`src/rtl/seg_scan_mux_pkg.sv`:
```
// Shared constants for the multiplexed 7-segment driver: active-low hex
// glyphs {g..a}, the all-off segment pattern and a counter-width helper.
package seg_pkg;

    localparam logic [6:0] GLYPH_0 = 7'h40;
    localparam logic [6:0] GLYPH_1 = 7'h79;
    localparam logic [6:0] GLYPH_2 = 7'h24;
    localparam logic [6:0] GLYPH_3 = 7'h30;
    localparam logic [6:0] GLYPH_4 = 7'h19;
    localparam logic [6:0] GLYPH_5 = 7'h12;
    localparam logic [6:0] GLYPH_6 = 7'h02;
    localparam logic [6:0] GLYPH_7 = 7'h78;
    localparam logic [6:0] GLYPH_8 = 7'h00;
    localparam logic [6:0] GLYPH_9 = 7'h10;
    localparam logic [6:0] GLYPH_A = 7'h08;
    localparam logic [6:0] GLYPH_B = 7'h03;
    localparam logic [6:0] GLYPH_C = 7'h46;
    localparam logic [6:0] GLYPH_D = 7'h21;
    localparam logic [6:0] GLYPH_E = 7'h06;
    localparam logic [6:0] GLYPH_F = 7'h0E;

    localparam logic [6:0] GLYPH_BLANK = 7'h7F;
    localparam logic [7:0] SEG_OFF     = 8'hFF;

    // A single-digit build still needs a 1-bit scan index.
    function automatic int idx_width(input int n);
        return (n > 1) ? $clog2(n) : 1;
    endfunction

endpackage

```
`src/rtl/seg_scan_mux_if.sv`:
```
// Application-side bus of the 7-segment scan driver: load handshake,
// digit data, blanking and the registered pin/status outputs.
interface seg_scan_mux_if #(
    parameter int DIGITS = 4
);
    logic                  load;
    logic [4*DIGITS-1:0]   value;
    logic [DIGITS-1:0]     dp;
    logic                  blank;
    logic                  ready;
    logic                  frame_done;
    logic [DIGITS-1:0]     an;
    logic [7:0]            seg;

    modport master (
        output load, value, dp, blank,
        input  ready, frame_done, an, seg
    );

    modport slave (
        input  load, value, dp, blank,
        output ready, frame_done, an, seg
    );
endinterface

```
`src/rtl/seg_scan_mux_hex_decode.sv`:
```
// Combinational nibble to active-low {g..a} glyph decoder (lower-case b, d).
module seg_hex_decode
    import seg_pkg::*;
(
    input  logic [3:0] nibble,
    output logic [6:0] glyph
);

    always_comb begin
        glyph = GLYPH_BLANK;
        case (nibble)
            4'h0: glyph = GLYPH_0;
            4'h1: glyph = GLYPH_1;
            4'h2: glyph = GLYPH_2;
            4'h3: glyph = GLYPH_3;
            4'h4: glyph = GLYPH_4;
            4'h5: glyph = GLYPH_5;
            4'h6: glyph = GLYPH_6;
            4'h7: glyph = GLYPH_7;
            4'h8: glyph = GLYPH_8;
            4'h9: glyph = GLYPH_9;
            4'hA: glyph = GLYPH_A;
            4'hB: glyph = GLYPH_B;
            4'hC: glyph = GLYPH_C;
            4'hD: glyph = GLYPH_D;
            4'hE: glyph = GLYPH_E;
            4'hF: glyph = GLYPH_F;
            default: glyph = GLYPH_BLANK;
        endcase
    end

endmodule

```
`src/rtl/seg_scan_mux.sv`:
```
// Multiplexed common-anode 7-segment driver with frame-aligned loads and
// anti-ghosting guard. Optional leading-zero blanking: define SEG_LZB_EN.
module seg_scan_mux
    import seg_pkg::*;
#(
    parameter int DIGITS   = 4,
    parameter int SCAN_DIV = 250000,
    parameter int GUARD    = 16
) (
    input  logic           clk1,
    input  logic           rst,
    seg_scan_mux_if.slave  bus
);

    localparam int DIV_W = $clog2(SCAN_DIV);
    localparam int IDX_W = idx_width(DIGITS);

    localparam logic [DIV_W-1:0] DIV_LAST = DIV_W'(SCAN_DIV - 1);
    localparam logic [DIV_W-1:0] GUARD_C  = DIV_W'(GUARD);
    localparam logic [IDX_W-1:0] IDX_LAST = IDX_W'(DIGITS - 1);

    logic [DIV_W-1:0]      div;
    logic [IDX_W-1:0]      idx;
    logic [4*DIGITS-1:0]   disp_val;
    logic [DIGITS-1:0]     disp_dp;
    logic [4*DIGITS-1:0]   pend_val;
    logic [DIGITS-1:0]     pend_dp;
    logic                  pending;
    logic                  pending_nxt;

    logic                  div_wrap;
    logic                  boundary;
    logic [3:0]            nibble;
    logic [6:0]            glyph;
    logic                  lz_blank;

    logic [DIGITS-1:0]     an_q;
    logic [7:0]            seg_q;
    logic                  ready_q;
    logic                  frame_done_q;

    assign div_wrap = (div == DIV_LAST);
    assign boundary = div_wrap && (idx == IDX_LAST);

    always_ff @(posedge clk1 or posedge rst) begin
        if (rst) begin
            div <= '0;
            idx <= '0;
        end else if (div_wrap) begin
            div <= '0;
            idx <= (idx == IDX_LAST) ? '0 : idx + IDX_W'(1);
        end else begin
            div <= div + DIV_W'(1);
        end
    end

    always_comb begin
        pending_nxt = pending;
        if (boundary)
            pending_nxt = 1'b0;
        else if (bus.load)
            pending_nxt = 1'b1;
    end

    // A load on the boundary goes straight to the display register.
    always_ff @(posedge clk1 or posedge rst) begin
        if (rst) begin
            disp_val <= '0;
            disp_dp  <= '0;
            pend_val <= '0;
            pend_dp  <= '0;
            pending  <= 1'b0;
        end else begin
            if (boundary) begin
                if (bus.load) begin
                    disp_val <= bus.value;
                    disp_dp  <= bus.dp;
                end else if (pending) begin
                    disp_val <= pend_val;
                    disp_dp  <= pend_dp;
                end
            end else if (bus.load) begin
                pend_val <= bus.value;
                pend_dp  <= bus.dp;
            end
            pending <= pending_nxt;
        end
    end

    assign nibble = disp_val[4*idx +: 4];

    seg_hex_decode u_decode (
        .nibble (nibble),
        .glyph  (glyph)
    );

`ifdef SEG_LZB_EN
    logic [DIGITS-1:0] zero_from;

    // zero_from[i]: every nibble at index i and above is zero.
    always_comb begin
        zero_from = '0;
        zero_from[DIGITS-1] = (disp_val[4*DIGITS-1 -: 4] == 4'h0);
        for (int i = DIGITS - 2; i >= 0; i--)
            zero_from[i] = zero_from[i+1] && (disp_val[4*i +: 4] == 4'h0);
    end

    assign lz_blank = (idx != '0) && zero_from[idx];
`else
    assign lz_blank = 1'b0;
`endif

    always_ff @(posedge clk1 or posedge rst) begin
        if (rst) begin
            an_q         <= '1;
            seg_q        <= SEG_OFF;
            ready_q      <= 1'b1;
            frame_done_q <= 1'b0;
        end else begin
            frame_done_q <= boundary;
            ready_q      <= ~pending_nxt;
            if (div < GUARD_C) begin
                an_q  <= '1;
                seg_q <= SEG_OFF;
            end else begin
                an_q  <= bus.blank ? '1 : ~(DIGITS'(1) << idx);
                seg_q <= {~disp_dp[idx], lz_blank ? GLYPH_BLANK : glyph};
            end
        end
    end

    assign bus.an         = an_q;
    assign bus.seg        = seg_q;
    assign bus.ready      = ready_q;
    assign bus.frame_done = frame_done_q;

endmodule

```
`src/flat_wrapper.sv`:
```
// flat-port wrapper written by rule: the top's interface ports become plain ports
module seg_scan_mux_flat import seg_pkg::*;
#(
    parameter int DIGITS   = 4,
    parameter int SCAN_DIV = 250000,
    parameter int GUARD    = 16
)
  (clk1, rst, bus_load, bus_value, bus_dp, bus_blank, bus_ready, bus_frame_done, bus_an, bus_seg);
  seg_scan_mux_if #(.DIGITS(DIGITS)) bus_i ();
  input  logic clk1;
  input  logic rst;
  input wire logic [$bits(bus_i.load)-1:0] bus_load;
  input wire logic [$bits(bus_i.value)-1:0] bus_value;
  input wire logic [$bits(bus_i.dp)-1:0] bus_dp;
  input wire logic [$bits(bus_i.blank)-1:0] bus_blank;
  output wire logic [$bits(bus_i.ready)-1:0] bus_ready;
  output wire logic [$bits(bus_i.frame_done)-1:0] bus_frame_done;
  output wire logic [$bits(bus_i.an)-1:0] bus_an;
  output wire logic [$bits(bus_i.seg)-1:0] bus_seg;
  assign bus_i.load = bus_load;
  assign bus_i.value = bus_value;
  assign bus_i.dp = bus_dp;
  assign bus_i.blank = bus_blank;
  assign bus_ready = bus_i.ready;
  assign bus_frame_done = bus_i.frame_done;
  assign bus_an = bus_i.an;
  assign bus_seg = bus_i.seg;
  seg_scan_mux #(.DIGITS(DIGITS), .SCAN_DIV(SCAN_DIV), .GUARD(GUARD)) u_core (.clk1(clk1), .rst(rst), .bus(bus_i));
endmodule
```
`config.mk`:
```
export PLATFORM = sky130hd
export DESIGN_NAME = seg_scan_mux_flat
export DESIGN_NICKNAME = d
export VERILOG_FILES = /design/src/rtl/seg_scan_mux_pkg.sv /design/src/rtl/seg_scan_mux_if.sv /design/src/rtl/seg_scan_mux_hex_decode.sv /design/src/rtl/seg_scan_mux.sv /design/src/flat_wrapper.sv
export SDC_FILE = /design/constraint.sdc
export NUM_CORES = 1
export LEC_CHECK = 0
export CORE_UTILIZATION = 63
export CTS_BUF_LIST = sky130_fd_sc_hd__clkbuf_2
export DETAILED_ROUTE_END_ITERATION = 8
export PLACE_DENSITY = 0.94
export REMOVE_ABC_BUFFERS = 1
export SETUP_SLACK_MARGIN = 0.15
export SLEW_MARGIN = 20
export SYNTH_ARGS = -nofsm -noshare
export SYNTH_HDL_FRONTEND = slang
export SYNTH_SLANG_ARGS = --single-unit
```
`constraint.sdc`:
```
create_clock -name clk1 -period 4.35 [get_ports clk1]
set_input_delay 0.87 -clock clk1 [delete_from_list [all_inputs] [get_ports clk1]]
set_output_delay 0.87 -clock clk1 [all_outputs]
set_load 0.01 [all_outputs]
```
==> impl_metrics.toml <==
[sta]
period_share_pct = 65.7
hold_violations = 0
tns_ns = 0
slew_headroom_pct = 42.4
timing.final.max_slew_violations = 0
finalCriticalPeriod_ns = 2.86
fin_skew_ns = 0.0308
finalSetupViolations = 0
grt_setup_unrepaired = "no"
worst_pin_slew_ns = 0.862
fmax_mhz = 350

[worst_setup_path]
rr_startpoint = "u_core.div[0]"
ff2ff_path_depth = 6
startpoint_type = "flip-flop"
critical_path_required_ns = 4.76
crit_path_end = "u_core.pend_val[13]"
crit_path_start = "u_core.div[0]"
timing.rr.end = "u_core.pend_val[13]"
critical_path_class = "reg -> reg"
crit_slowest_cell = "nand2_1"
worstSetupEndpointType = "flip-flop"
path_max_fanout = 20
rrSetupSlack_ns = 1.49
crit_chain = "ha_1 -> nand3_1 -> nor3_1 -> nand3_2 -> nand2_1 -> mux2_2"
max_stage_delay_ns = 0.79
arrival_ns = 3.27

[clocking]
cts_root_buffer = "clkbuf_2"
clock_latency_ns = 0.53
ctsHoldBuffers = 0
clock-sinks = 75
cts_tree = "done"
htreeDepth = 3
clkSlewWorstSetupHoldPaths_ns = 0.20
cts_made_buffers = 9
cts_buffer_depth = 2
postCtsSetupRepairBufs = 0
cts_resized = 0

[synth]
synth_cell_types = 39
ys_seq_elements = 75
yosysMostFrequentCell = "dfrtp_1"
synth_area_leader_cell = "dfrtp_1"
synth_edf_count = 0
yosys_warnings = 0
syn_area_per_cell_sq_um = 11.7
synthArstFlopShare_pct = 100
yosys_most_used_dff = "dfrtp_1"
netlist_area_sq_mm = 0.00358
ys_top_cells_by_count = "dfrtp_1, nand2_1, mux2_2"
yosysTopAreaCellShare_pct = 43.4
synthTopCellsByArea = "dfrtp_1, dfstp_2, mux2_2"
yosysSeqAreaShare_pct = 52.9
netlist_instances = 305

[floorplanning]
start_util_pct = 65.0
ios = 38
coreArea_sq_mm = 0.00551
die-area_sq_mm = 0.00599
die_w_microns = 77.4
dieHeight_microns = 77.4
rows = 27

[cells_and_area]
area_growth_pct = 15.5
fin_nets = 378
drive_gt1_share_pct = 18.7
antennaDiodeCount = 0
finalInstanceArea_sq_mm = 0.00413

[placement]
dpl.hpwl_microns = 4830
numPortBuffers = 37
postPlaceCellArea_sq_mm = 0.00400
gp_congestion = 0.817

[global_routing]
grt_pass1_wl_microns = 12100
grt_pass1_vias = 2478
grt_max_degree = 49
grt-ovfl-total = 0
grt_antenna_before_repair = 0
gr-usage-all-layers_pct = 26.5

[worst_hold_path]
hp-class = "reg -> reg"
hp-start = "u_core.div[0]"

[drt]
ant_nets = 0
wl_microns = 7200
drc = 0
viasPerCell = 6.13
first_iter_violations = 211
avgRoutedWirePerCell_microns = 17.1
drt-pass1-iter-count = 5
vias = 2575

[run]
max-cap-violations = 0

[power_and_ir_drop]
vdd_drop_max_mv = 0.204
power.density_mw_per_mm2 = 321
power_leakage_nw = 1.80

[status]
outcome = "finished, final reports clean"
## critical path: cells and delay by family (launching register included)
family / cells / cell delay, ns
adders and majority gates: 1 / 0.20
DFF: 1 / 0.43
muxes: 1 / 0.42
and+or+nand+nor: 4 / 1.67
## metrics by stage
stage | cells | hold WS [ns] | total power, mW | utilization (%) | setup slack, ns
6_report | 420 | 0.506 | 1.32 | 75.1 | 1.49
5_1_grt | 420 | 0.528 | 1.38 | 75.1 | 1.29
4_1_cts | 420 | 0.502 | 1.33 | 75.1 | 1.54
3_5_place_dp | 404 | 0.471 | 0.904 | 72.6 | 1.45
3_3_place_gp | 404 | 0.459 | 0.896 | 72.6 | 1.49
2_1_floorplan | 292 | 0.448 | 0.840 | - | 1.59
## power breakdown
part	leakage [nW]	total (mW)	internal [mW]	switching (mW)
Combinational	0.799	0.141	0.0766	0.0640
Sequential	0.918	0.752	0.736	0.0163
Clock	0.0819	0.432	0.193	0.239
## cell usage in the layout (no fill, tap or decap), types with 3 or more instances in the layout
cell	count
dfrtp_1	62
clkdlybuf4s50_1	37
nand2_1	28
mux2_2	20
and3b_1	18
a21oi_1	18
o2bb2ai_1	16
nand3_1	15
nor2_1	14
dfstp_2	13
ha_1	11
clkbuf_2	11
inv_1	10
xor2_1	9
o21ai_0	6
mux2i_1	6
xnor2_1	5
mux4_2	5
nor4_1	4
nor2b_1	3
o221ai_1	3
o211ai_1	3
a32oi_1	3
buf_4	3
## kinds of logic after synthesis
group / Yosys count / share of synthesized area, %
compound gates: 54 / 10.6
flops: 75 / 52.9
simple gates: 96 / 15.2
fa+ha+maj: 11 / 3.85
xor+xnor: 14 / 3.43
mux: 31 / 11.1
buf+inv: 24 / 2.87
## final cells by class
| type | instances | area, sq um |
|---|---|---|
| Sequential cell | 75 | 1890 |
| Multi-Input combinational cell | 206 | 1580 |
| Fill cell | 354 | 1370 |
| Timing Repair Buffer | 40 | 393 |
| Tap cell | 72 | 90.1 |
| Clock inverter | 5 | 77.6 |
| Clock buffer | 11 | 55.1 |
| Inverter | 11 | 41.3 |
## registers in the layout (all words and copies together), names as in the netlist
name and count:
u_core.div 18, u_core.disp_val 16, u_core.pend_val 16, u_core.bus.seg 8, u_core.bus.an 4, u_core.disp_dp 4
u_core.pend_dp 4, u_core.idx 2, u_core.bus.frame_done 1, u_core.bus.ready 1, u_core.pending 1
## per-layer routing
layer	global-route usage [%]	vias to the layer above	part of all wire, %
li1	-	1176	-
met1	37.0	1286	46
met2	40.9	98	48
met3	5.06	15	4.9
met4	11.1	0	1.5
met5	0	-	0
## how the worst min path moves through the flow
stage | endpoint | slack, ns | cells past startpoint
floorplan | u_core.div[0] | 0.45 | 1
global placement | u_core.div[0] | 0.46 | 1
detailed placement | u_core.disp_val[11] | 0.47 | 1
CTS | u_core.div[0] | 0.50 | 1
global route | u_core.disp_val[9] | 0.53 | 1
finish | u_core.div[0] | 0.51 | 1
(Power assumes the default switching activity.)
